File: src/rtl/mult_div_unit.sv
// Iterative multiply/divide unit with private HI/LO registers.
// Multiplies use shift-add and divides use restoring division, one bit per cycle.
// MTHI/MTLO write HI/LO in a single cycle.
//
// Handshake: start is sampled only while the unit is idle (busy low).
//   - An iterative op raises busy the cycle after it is accepted.
//   - busy drops in the same cycle that done pulses high for one cycle.
//   - hi/lo/div_zero are valid from that done cycle onward.
//   - start while busy is dropped, not queued.
module mult_div_unit #(
    parameter int WIDTH = 32
) (
    input  logic             clk,
    input  logic             rst_n,
    input  logic             start,
    input  logic [2:0]       op,
    input  logic [WIDTH-1:0] a,
    input  logic [WIDTH-1:0] b,
    output logic [WIDTH-1:0] hi,
    output logic [WIDTH-1:0] lo,
    output logic             busy,
    output logic             done,
    output logic             div_zero
);
    localparam int CW = (WIDTH > 1) ? $clog2(WIDTH) : 1;

    localparam logic [2:0] OP_MULTU = 3'b000;
    localparam logic [2:0] OP_MULT  = 3'b001;
    localparam logic [2:0] OP_DIVU  = 3'b010;
    localparam logic [2:0] OP_DIV   = 3'b011;
    localparam logic [2:0] OP_MTHI  = 3'b100;
    localparam logic [2:0] OP_MTLO  = 3'b101;

    typedef enum logic [1:0] {
        S_IDLE = 2'd0,
        S_CALC = 2'd1,
        S_FIX  = 2'd2
    } state_t;

    state_t             state_q, state_d;
    logic [CW-1:0]      cnt_q, cnt_d;
    logic               is_div_q, is_div_d;
    logic               bzero_q, bzero_d;
    logic               neg_res_q, neg_res_d;   // negate product / quotient
    logic               neg_rem_q, neg_rem_d;   // remainder follows dividend sign
    logic [2*WIDTH-1:0] acc_q, acc_d;           // product, or dividend/quotient in low half
    logic [WIDTH-1:0]   rem_q, rem_d;
    logic [WIDTH-1:0]   opb_q, opb_d;           // multiplicand or divisor magnitude
    logic [WIDTH-1:0]   hi_q, hi_d;
    logic [WIDTH-1:0]   lo_q, lo_d;
    logic               busy_q, busy_d;
    logic               done_q, done_d;
    logic               dz_q, dz_d;

    logic               is_iter, is_signed, a_neg, b_neg;
    logic [WIDTH-1:0]   a_mag, b_mag;
    logic [WIDTH:0]     mul_sum;
    logic [WIDTH:0]     div_shift, div_diff;
    logic               div_ge;
    logic [2*WIDTH-1:0] prod_fix;
    logic [WIDTH-1:0]   quo_fix, rem_fix;

    // Decode the incoming request into magnitudes and sign flags.
    always_comb begin
        is_iter   = (op[2] == 1'b0);
        is_signed = (op == OP_MULT) || (op == OP_DIV);
        a_neg     = is_signed & a[WIDTH-1];
        b_neg     = is_signed & b[WIDTH-1];
        a_mag     = a_neg ? -a : a;
        b_mag     = b_neg ? -b : b;
    end

    // One iteration step of each algorithm, plus the final sign correction.
    always_comb begin
        mul_sum   = {1'b0, acc_q[2*WIDTH-1:WIDTH]} + {1'b0, (acc_q[0] ? opb_q : {WIDTH{1'b0}})};
        div_shift = {rem_q, acc_q[WIDTH-1]};
        // rem < divisor keeps the true difference below 2^WIDTH, so bit WIDTH is a clean borrow.
        div_diff  = div_shift - {1'b0, opb_q};
        div_ge    = ~div_diff[WIDTH];
        prod_fix  = neg_res_q ? -acc_q : acc_q;
        quo_fix   = neg_res_q ? -acc_q[WIDTH-1:0] : acc_q[WIDTH-1:0];
        rem_fix   = neg_rem_q ? -rem_q : rem_q;
    end

    // Next-state and next-register values for the IDLE/CALC/FIX sequencer.
    always_comb begin
        state_d   = state_q;
        cnt_d     = cnt_q;
        is_div_d  = is_div_q;
        bzero_d   = bzero_q;
        neg_res_d = neg_res_q;
        neg_rem_d = neg_rem_q;
        acc_d     = acc_q;
        rem_d     = rem_q;
        opb_d     = opb_q;
        hi_d      = hi_q;
        lo_d      = lo_q;
        busy_d    = busy_q;
        done_d    = 1'b0;
        dz_d      = dz_q;
        case (state_q)
            S_IDLE: begin
                if (start) begin
                    if (is_iter) begin
                        state_d   = S_CALC;
                        cnt_d     = '0;
                        is_div_d  = op[1];
                        bzero_d   = op[1] && (b == '0);
                        neg_res_d = a_neg ^ b_neg;
                        neg_rem_d = a_neg;
                        opb_d     = op[1] ? b_mag : a_mag;
                        acc_d     = {{WIDTH{1'b0}}, (op[1] ? a_mag : b_mag)};
                        rem_d     = '0;
                        dz_d      = 1'b0;
                        busy_d    = 1'b1;
                    end else if (op == OP_MTHI) begin
                        hi_d   = a;
                        done_d = 1'b1;
                    end else if (op == OP_MTLO) begin
                        lo_d   = a;
                        done_d = 1'b1;
                    end
                end
            end
            S_CALC: begin
                if (is_div_q) begin
                    rem_d = div_ge ? div_diff[WIDTH-1:0] : div_shift[WIDTH-1:0];
                    acc_d = {acc_q[2*WIDTH-1:WIDTH], acc_q[WIDTH-2:0], div_ge};
                end else begin
                    acc_d = {mul_sum, acc_q[WIDTH-1:1]};
                end
                cnt_d = cnt_q + 1'b1;
                if (cnt_q == CW'(WIDTH - 1)) begin
                    state_d = S_FIX;
                end
            end
            S_FIX: begin
                state_d = S_IDLE;
                busy_d  = 1'b0;
                done_d  = 1'b1;
                if (is_div_q) begin
                    // A zero divisor leaves |a| in the remainder, so rem_fix restores a itself.
                    hi_d = rem_fix;
                    lo_d = bzero_q ? {WIDTH{1'b1}} : quo_fix;
                    dz_d = bzero_q;
                end else begin
                    {hi_d, lo_d} = prod_fix;
                end
            end
            default: begin
                state_d = S_IDLE;
                busy_d  = 1'b0;
            end
        endcase
    end

    // State and result registers; reset discards any in-flight operation.
    always_ff @(posedge clk or negedge rst_n) begin
        if (!rst_n) begin
            state_q   <= S_IDLE;
            cnt_q     <= '0;
            is_div_q  <= 1'b0;
            bzero_q   <= 1'b0;
            neg_res_q <= 1'b0;
            neg_rem_q <= 1'b0;
            acc_q     <= '0;
            rem_q     <= '0;
            opb_q     <= '0;
            hi_q      <= '0;
            lo_q      <= '0;
            busy_q    <= 1'b0;
            done_q    <= 1'b0;
            dz_q      <= 1'b0;
        end else begin
            state_q   <= state_d;
            cnt_q     <= cnt_d;
            is_div_q  <= is_div_d;
            bzero_q   <= bzero_d;
            neg_res_q <= neg_res_d;
            neg_rem_q <= neg_rem_d;
            acc_q     <= acc_d;
            rem_q     <= rem_d;
            opb_q     <= opb_d;
            hi_q      <= hi_d;
            lo_q      <= lo_d;
            busy_q    <= busy_d;
            done_q    <= done_d;
            dz_q      <= dz_d;
        end
    end

    assign hi       = hi_q;
    assign lo       = lo_q;
    assign busy     = busy_q;
    assign done     = done_q;
    assign div_zero = dz_q;

endmodule

File: config.mk
export PLATFORM = sky130hd
export DESIGN_NAME = mult_div_unit
export DESIGN_NICKNAME = d
export VERILOG_FILES = /design/src/rtl/mult_div_unit.sv
export SDC_FILE = /design/constraint.sdc
export NUM_CORES = 1
export LEC_CHECK = 0
export BUFFER_PORTS_ARGS = -buffer_cell sky130_fd_sc_hd__buf_2
export CORE_ASPECT_RATIO = 2
export CORE_MARGIN = 4
export CORE_UTILIZATION = 25
export DETAILED_ROUTE_END_ITERATION = 12
export GPL_ROUTABILITY_DRIVEN = 0
export PLACE_DENSITY = 0.4
export SYNTH_ARGS = -nofsm -noshare
export SYNTH_HDL_FRONTEND = slang
export SYNTH_SLANG_ARGS = --single-unit
File: constraint.sdc
create_clock -name clk -period 10.1 [get_ports clk]
set_clock_uncertainty 0.05 [all_clocks]
set_input_delay 1.515 -clock clk [delete_from_list [all_inputs] [get_ports clk]]
set_output_delay 1.515 -clock clk [all_outputs]
set_load 0.05 [all_outputs]
Word level (Yosys, flattened, before mapping)
Index checks and enable logic that the tools add are counted.
{"block": "word_totals", "memories": 0, "inputBits": 70, "register_bits": 206, "ramBits": 0, "output_inout_bits": 67, "latch_bits": 0, "elab_cells": 109, "romBits": 0}
{"block": "op_classes", "div": 0, "bitwise_logic": 6, "n_eq_ne": 17, "shift": 0, "addsub": 8, "n_lt_le_gt_ge": 0, "multipliers": 0, "n_reduce_logical": 15, "muxes": 48}
{"op": "2-to-1 mux 32 bit", "n": 21}
{"op": "2-to-1 mux 64 bit", "n": 4}
{"op": "case mux 32 bit (2 select lines)", "n": 3}
{"op": "negation 32 bit", "n": 4}
{"op": "case mux 64 bit (2 select lines)", "n": 1}
{"op": "negation 64 bit", "n": 1}
{"op": "adder 32 x 32 -> 33 bit", "n": 1}
{"op": "subtractor 33 x 32 -> 33 bit", "n": 1}
{"op": "zero test 32 bit", "n": 1}
{"op": "inequality test 2 bit (second input constant)", "n": 10}
{"op": "AND reduction 4 bit", "n": 4}
{"op": "AND reduction 3 bit", "n": 4}
{"op": "2-to-1 mux 5 bit", "n": 2}
{"op": "case mux 5 bit (2 select lines)", "n": 1}
{"op": "2-to-1 mux 1 bit", "n": 9}
{"op": "equality test 3 bit (second input constant)", "n": 2}
{"op": "2-to-1 mux 2 bit", "n": 3}
{"op": "case mux 1 bit (2 select lines)", "n": 3}
{"op": "adder 5 x 1 -> 5 bit (second input constant)", "n": 1}
{"op": "equality test 5 bit (second input constant)", "n": 1}
{"op": "AND reduction 5 bit", "n": 1}
{"op": "case mux 2 bit (2 select lines)", "n": 1}
{"op": "nonzero test 2 bit", "n": 2}
{"op": "equality test 3 x 1 -> 1 bit (second input constant)", "n": 1}
{"op": "9 further kinds", "n": 12}

Longest topological paths before layout
Gate-level depths: netlist of run 1.
{"block": "depth", "depth_word": 8, "ltp_mapped": 14}

Worst setup path after synthesis of run 1
OpenSTA, ideal clock, no wires.
{"block": "synth_timing", "path_type": "input port to flip-flop", "start": "input port a[3]", "end": "register acc_q[28]", "arrival_time_ns": 3.715, "cell_stages": 9, "setup_slack_ns": 6.258, "setup_ns": 0.077, "path_cell_list": "or3_1 > nor3b_1 > nand3_1 > o41ai_1 > o21ai_0 > xnor2_1 > a21oi_1 > o21ai_0 > a21oi_1"}
{"block": "synth_between", "elab_chain_len": 6}
{"item": "start: declaration", "line": "17", "text": "input logic [WIDTH-1:0] a,"}
{"item": "negation 32 bit", "line": "69", "text": "a_mag = a_neg ? -a : a;"}
{"item": "2-to-1 mux 32 bit", "line": "69"}
{"item": "2-to-1 mux 32 bit", "line": "112", "text": "acc_d = {{WIDTH{1'b0}}, (op[1] ? a_mag : b_mag)};"}
{"item": "2-to-1 mux 64 bit", "line": "104", "text": "if (is_iter) begin"}
{"item": "2-to-1 mux 64 bit", "line": "103", "text": "if (start) begin"}
{"item": "case mux 64 bit (2 select lines)", "line": "101", "text": "case (state_q)"}
{"item": "end signal: assignment", "line": "166", "text": "acc_q <= '0;"}
{"item": "end signal: assignment", "line": "181", "text": "acc_q <= acc_d;"}
{"item": "end: declaration", "line": "46", "text": "logic [2*WIDTH-1:0] acc_q, acc_d;"}
Every way passes these cells. The select of a mux whose other input is x is not followed.
A chain may end at the register's enable or synchronous reset.

Worst setup path after layout of run 1
{"block": "layout_timing", "start": "input port op[1]", "end": "register hi_q[1], in the netlist hi[1]"}
{"block": "layout_between", "elab_chain_len": 3}
{"item": "start: declaration", "line": "16", "text": "input logic [2:0] op,"}
{"item": "equality test 3 bit", "line": "116", "text": "end else if (op == OP_MTHI) begin"}
{"item": "inequality test 2 bit (no line)"}
{"item": "AND reduction 4 bit (no line)"}
{"item": "end signal: assignment", "line": "184", "text": "hi_q <= hi_d;"}
{"item": "end: declaration", "line": "49", "text": "logic [WIDTH-1:0] hi_q, hi_d;"}
Every way passes these cells.

==> results of run 1 <==
==> kinds of logic (layout without fill, tap and decap cells) <==
kind of cell	count (synthesis)	in the layout	share of synthesized area
buffers and inverters	209	272	0.0465
other	0	2	0
AOI/OAI and AO/OA	672	672	0.252
and+or+nand+nor	737	737	0.210
xor gates and xnor gates	199	199	0.103
muxes	49	49	0.0295
DFF	206	206	0.305
adders and majority gates	72	72	0.0542
==> cell type report <==
| type | count | area share |
|---|---|---|
| Multi-Input combinational cell | 1729 | 0.573 |
| Sequential cell | 206 | 0.269 |
| Tap cell | 884 | 0.0577 |
| Timing Repair Buffer | 163 | 0.0467 |
| Clock buffer | 34 | 0.0364 |
| Inverter | 69 | 0.0135 |
| Clock inverter | 6 | 0.00333 |
| Antenna cell | 2 | 0.000261 |
==> path summary, 6_finish.rpt <==
kind	startpoint	end	slack, ps	cells past startpoint
max	op[1]	hi[1]	5490	8
max reg2reg	acc_q[0]	acc_q[63]	5850	13
min	lo[13]	lo[13]	430	2
max in group asynchronous	rst_n	is_div_q	7540	2
min in group asynchronous	rst_n	lo[15]	890	1
min reg2reg	lo[13]	lo[13]	430	2
==> routing by layer <==
| layer | vias up | share of wire | global-route usage |
|---|---|---|---|
| li1 | 7836 | - | - |
| met1 | 8259 | 0.32 | 0.215 |
| met2 | 605 | 0.54 | 0.430 |
| met3 | 220 | 0.039 | 0.0208 |
| met4 | 0 | 0.11 | 0.194 |
| met5 | - | 0 | 0 |
==> registers in the layout (all words and copies together) (netlist names) <==
register / count
is_div_q: 1
acc_q: 64
hi: 32
done: 1
state_q: 2
neg_res_q: 1
opb_q: 32
bzero_q: 1
rem_q: 32
lo: 32
cnt_q: 5
busy: 1
neg_rem_q: 1
div_zero: 1
==> cell usage after synthesis, types with 31 or more instances <==
cell / number
a21o_1: 31
a21oi_1: 147
clkbuf_1: 130
dfrtp_1: 206
ha_1: 70
inv_1: 68
mux2i_1: 42
nand2_1: 289
nand3_1: 34
nor2_1: 180
o21ai_0: 227
or3_1: 37
xnor2_1: 102
xor2_1: 97
==> power groups by stage <==
stage,sequential [µW],combinational [µW],clock [µW]
3_3_place_gp,1770,4300,0
5_1_grt,1800,4730,952
4_1_cts,1760,4360,937
6_report,1760,4360,909
2_1_floorplan,1810,2720,0
3_5_place_dp,1770,4340,0
==> per-stage QoR <==
stage | worst slack (ps) | cell area (µm²) | utilization
5_1_grt | 5070 | 19200 | 0.286
4_1_cts | 5630 | 19200 | 0.286
2_1_floorplan | 6260 | 16900 | -
3_3_place_gp | 5080 | 18400 | 0.275
3_5_place_dp | 5030 | 18400 | 0.275
6_report | 5490 | 19200 | 0.287
==> worst register-to-register path: stages (launching register included) <==
cell and delay (ps):
dfrtp_1 530, inv_1 110, buf_4 260, nor2_1 600, ha_1 400, nor2b_1 140
o21ai_0 220, a211o_1 190, a31oi_1 190, a21oi_1 500, a21oi_1 270, a311o_1 390
a21oi_1 140, o21ai_0 90
==> results.json, run 1 <==
{
  "status": "completed",
  "ys_async_sr_fraction": 1.00,
  "power_frac_clock": 0.129,
  "final_max_slew_viol_count": 0,
  "rows": 134,
  "routedWlPerCell_um": 27.2,
  "ant_nets": 0,
  "grt_pass1_vias": 16800,
  "grt_overflow_total": 0,
  "synth_top_area_cell": "dfrtp_1",
  "irDropWorstVdd_mv": 0.147,
  "fin_crit_sh": 0.457,
  "tritoncts": "yes",
  "fin_tns_setup_ps": 0,
  "maxCapViolCount": 0,
  "postCtsSetupBuffers": 0,
  "clkTransAtPathRegs_ps": 70,
  "die_w_um": 192,
  "power.density_nw_per_um2": 366,
  "cts_root_buf": "clkbuf_16",
  "ys.flop_type": "dfrtp_1",
  "first_iter_violations": 1195,
  "io_pins": 137,
  "ys_seq_elements": 206,
  "die_y_um": 376,
  "leakage_uw": 0.00793,
  "crit_type": "input pin to flop",
  "place_hpwl_mm": 66.7,
  "avgSynthCellArea_um2": 7.88,
  "critPathBufInv": 2,
  "dieArea_um2": 72100,
  "rsz0062_at_grt": "no",
  "dr.pass1.iters": 8,
  "multiInputGateArea_um2": 11000,
  "cts_resized": 0,
  "portBuffers": 136,
  "slowest_delay_ps": 750,
  "max-clock-path-buffers": 3,
  "clk_latency_ps": 560,
  "max_freq_ghz": 0.217,
  "hp-class": "flop to flop",
  "mostFrequentLayoutCell": "nand2_1",
  "worstPathRequired_ps": 10460,
  "final_cell_mix": "nand2_1, o21ai_0, dfrtp_1, nor2_1, a21oi_1",
  "arrival_ps": 4970,
  "period_needed_ps": 4610,
  "final_nets": 2334,
  "htreeDepth": 1,
  "setup_viol": 0,
  "ys_seq_area_frac": 0.305,
  "yosys.area.top_type_share": 0.305,
  "power.net_switching_uw": 3870,
  "regArea_um2": 5160,
  "p_sw_frac": 0.551,
  "seqPwrFrac": 0.250,
  "grt_pass1_wl_mm": 119,
  "worstMarginPinSlew_ps": 1060,
  "whs_ps": 425,
  "end_kind": "flop",
  "final_cells": 3093,
  "critPathTopFamily": "buffers and inverters",
  "initial_utilization": 0.253,
  "slew_headroom": 0.291,
  "syn_area_um2": 16900,
  "final_layout_size_suffix_gt1_frac": 0.113,
  "area_delta_synth_final_pct": 13.4,
  "cts_hold_buf": 0,
  "fillers": 7222,
  "synth_area_leaders": "dfrtp_1, o21ai_0, nand2_1",
  "worst-path-max-fanout": 103,
  "yosysWarnings": 0,
  "slowest_stage": "clkinv_1",
  "hold_viol_final": 0,
  "p_int_uw": 3150,
  "cp_cell_sequence": "buf_4, clkinv_1, and3_1, a21oi_1, or2_2, nor2_1, a221oi_1, o21ai_0",
  "startpoint_type": "input pin",
  "grt_usage": 0.228,
  "power_uw": 7020,
  "synth_edf_count": 0,
  "syn-num-nets": 2286,
  "cts_buffers": 23,
  "cts_sinks": 206,
  "dp.cells": 3051,
  "power_frac_comb": 0.620,
  "synthCells": 2144,
  "grt_max_degree": 104,
  "wirelength_mm": 84.2,
  "synth.lib_cells_used.distinct": 81,
  "route.detailed.drc": 0,
  "avgViaCountPerCell": 5.47,
  "grt_antenna_before_repair": 1,
  "core_region_area_um2": 66900,
  "num_vias": 16900
}
(Power assumes the default switching activity.)
==> run 2, diff against run 1 <==
--- a/config.mk
+++ b/config.mk
@@ -5,6 +5,7 @@
 export SDC_FILE = /design/constraint.sdc
 export NUM_CORES = 1
 export LEC_CHECK = 0
+export ABC_AREA = 1
 export BUFFER_PORTS_ARGS = -buffer_cell sky130_fd_sc_hd__buf_2
 export CORE_ASPECT_RATIO = 2
 export CORE_MARGIN = 4
==> constraint.sdc (replaced) <==
create_clock -name clk -period 4.7 [get_ports clk]
set_clock_uncertainty 0.05 [all_clocks]
set_input_delay 0.705 -clock clk [delete_from_list [all_inputs] [get_ports clk]]
set_output_delay 0.705 -clock clk [all_outputs]
set_load 0.05 [all_outputs]
==> run 2 against run 1 <==
Worst hold slack worse by 65 ps. Utilization shrank 0.16 points. Largest power group unchanged. Routed wire length up 24%. Non-clock buffer count increased by 4. Total power rose to 2.6 times the previous value. Critical endpoint is now acc_q[61]. First-iteration DRC count up 26%. Cell area rose by 13%. Clock power up 130%. Critical path depth is 8 higher. Combinational power increased to 2.8 times the previous value. Register-to-register slack got worse by 4600 ps. Sequential share of layout area decreased by 3.1 points.
==> results.json, run 2 <==
{
  "die_w_um": 204,
  "rsz0062_at_grt": "no",
  "io_pins": 137,
  "hold_path_end": "done",
  "initial_utilization": 0.252,
  "crit_type": "flop to flop",
  "largest_reg_flops": 64,
  "num_vias": 21800,
  "setup_viol": 0,
  "worstMarginPinSlew_ps": 954,
  "area_delta_synth_final_pct": 13.1,
  "avgViaCountPerCell": 5.10,
  "dr.pass1.iters": 6,
  "hp-class": "input pin to flop",
  "synthCells": 3162,
  "power_frac_clock": 0.115,
  "syn_area_um2": 19200,
  "grt_max_degree": 103,
  "cts_buffers": 24,
  "max-clock-path-buffers": 3,
  "leakage_uw": 0.0105,
  "synth.most_common_cell": "nand2_1",
  "slew_headroom": 0.362,
  "clk_latency_ps": 580,
  "maxCapViolCount": 0,
  "grt_usage": 0.247,
  "postCtsSetupBuffers": 0,
  "fin_crit_sh": 0.730,
  "fin_tns_setup_ps": 0,
  "cts_hold_buf": 1,
  "cts_resized": 0,
  "place_hpwl_mm": 86.8,
  "final_nets": 3386,
  "largest_register": "acc_q",
  "yosysWarnings": 0,
  "r2r_slack_ps": 1270,
  "rows": 143,
  "rr_endpoint": "acc_q[61]",
  "worst-path-max-fanout": 36,
  "postLayoutCellArea_um2": 21700,
  "core_region_area_um2": 76000,
  "cts_sinks": 206,
  "power.density_nw_per_um2": 830,
  "grt_overflow_total": 0,
  "die_y_um": 399,
  "final_max_slew_viol_count": 0,
  "grt_pass1_vias": 21800,
  "mostFrequentLayoutCell": "nand2_1",
  "p_sw_frac": 0.594,
  "synth.lib_cells_used.distinct": 51,
  "dp.cells": 4232,
  "hold_viol_final": 0,
  "first_iter_violations": 1509,
  "clkTransAtPathRegs_ps": 70,
  "startpoint_type": "flop",
  "p_int_uw": 7300,
  "final_layout_size_suffix_gt1_frac": 0.0807,
  "synth_area_leaders": "dfrtp_1, nand2_1, nor2_1",
  "routedWlPerCell_um": 24.4,
  "avgSynthCellArea_um2": 6.06,
  "yosys.area.top_type_share": 0.269,
  "status": "completed",
  "power_frac_comb": 0.665,
  "syn-num-nets": 3304,
  "max_freq_ghz": 0.291,
  "ys_seq_area_frac": 0.269,
  "ys_async_sr_fraction": 1.00,
  "synth.top_cells.by_count": "nand2_1, nor2_1, inv_1",
  "ant_nets": 0,
  "placed_area_um2": 20900,
  "grt_pass1_wl_mm": 148,
  "ys.flop_type": "dfrtp_1",
  "synth_edf_count": 0,
  "worstPathRequired_ps": 5080,
  "end_kind": "flop",
  "hold-path-cell-count": 3,
  "dieArea_um2": 81400,
  "reg2reg_from": "acc_q[0]",
  "ys_seq_elements": 206,
  "worst_r2r_path_depth": 16,
  "irDropWorstVdd_mv": 0.286,
  "cts_root_buf": "clkbuf_16",
  "period_needed_ps": 3430,
  "wirelength_mm": 104,
  "route.detailed.drc": 0,
  "final_cell_mix": "nand2_1, nor2_1, inv_1, nand3_1, a21oi_1",
  "post-route-util": 0.285,
  "htreeDepth": 1,
  "grt_antenna_before_repair": 1,
  "final_cells": 4275,
  "tritoncts": "yes",
  "power.net_switching_uw": 10700,
  "portBuffers": 136,
  "worstHoldStart": "start",
  "whs_ps": 360,
  "arrival_ps": 3810,
  "synth_top_area_cell": "dfrtp_1",
  "fillers": 8868,
  "seqPwrFrac": 0.220
}
run 2: changes by cell type after synthesis, sizes merged, moves of 37 or more:
cell,before,now
a21oi,147,212
buf,10,63
clkbuf,130,48
inv,68,355
mux2i,42,0
nand2,289,902
nand3,35,302
nor2,180,485
or3,39,2
xnor2,102,19
xor2,97,38
run 2: worst max path at each step:
stage,from,endpoint,cells past startpoint
after floorplan,acc_q[0],acc_q[61],17
after global placement,op[1],hi[30],6
after detailed placement,op[1],hi[30],6
after CTS,acc_q[0],acc_q[61],16
after global routing,acc_q[0],acc_q[61],16
final,acc_q[0],acc_q[61],16
run 2: cells by family (layout without fill, tap and decap cells):
family | after synthesis | in the layout | share of synthesized area
and+or+nand+nor | 1797 | 1797 | 0.390
buffers and inverters | 466 | 562 | 0.0969
adders and majority gates | 72 | 72 | 0.0478
AOI/OAI and AO/OA | 564 | 564 | 0.170
other | 0 | 2 | 0
DFF | 206 | 206 | 0.269
xor gates and xnor gates | 57 | 57 | 0.0261
run 2: final cells by class:
type                            count  area [µm²]  share of cell area
Antenna cell                        2        5.00            0.000231
Tap cell                         1015        1270              0.0586
Timing Repair Buffer              167         938              0.0433
Sequential cell                   206        5160               0.238
Clock buffer                       32         671              0.0310
Clock inverter                      8         129             0.00595
Inverter                          355        1330              0.0615
Multi-Input combinational cell   2490       12200               0.561
run 2: power by group through the flow:
stage / combinational (µW) / sequential (µW) / clock, µW
CTS: 11900 / 3960 / 2120
global placement: 11900 / 3990 / 0
detailed placement: 11900 / 3980 / 0
floorplan: 7450 / 4270 / 0
global route: 13200 / 4050 / 2160
finish: 12000 / 3960 / 2070
run 2: per-layer routing:
metal	GRT usage	vias to the layer above	part of all wire
met2	0.459	643	0.52
li1	-	10500	-
met4	0.171	0	0.083
met3	0.0229	218	0.033
met5	0	-	0
met1	0.260	10400	0.36
run 2: worst max-delay path, stage by stage (launching register included):
cell and delay, ps:
dfrtp_1 320, buf_4 400, nand2_1 90, inv_1 70
ha_1 190, inv_1 70, fa_1 390, inv_1 70
nand3_1 60, nand3_1 180, a21oi_1 160, o21ai_0 720
nand3_1 150, nand2_1 160, nand2_1 60, nand2_1 60
o22ai_1 70
run 2: stage by stage:
step / power, µW / worst slack (ps)
2_1_floorplan: 11700 / 2170
3_3_place_gp: 15900 / 1200
3_5_place_dp: 15900 / 1200
4_1_cts: 18000 / 1290
5_1_grt: 19400 / 1050
6_report: 18000 / 1270
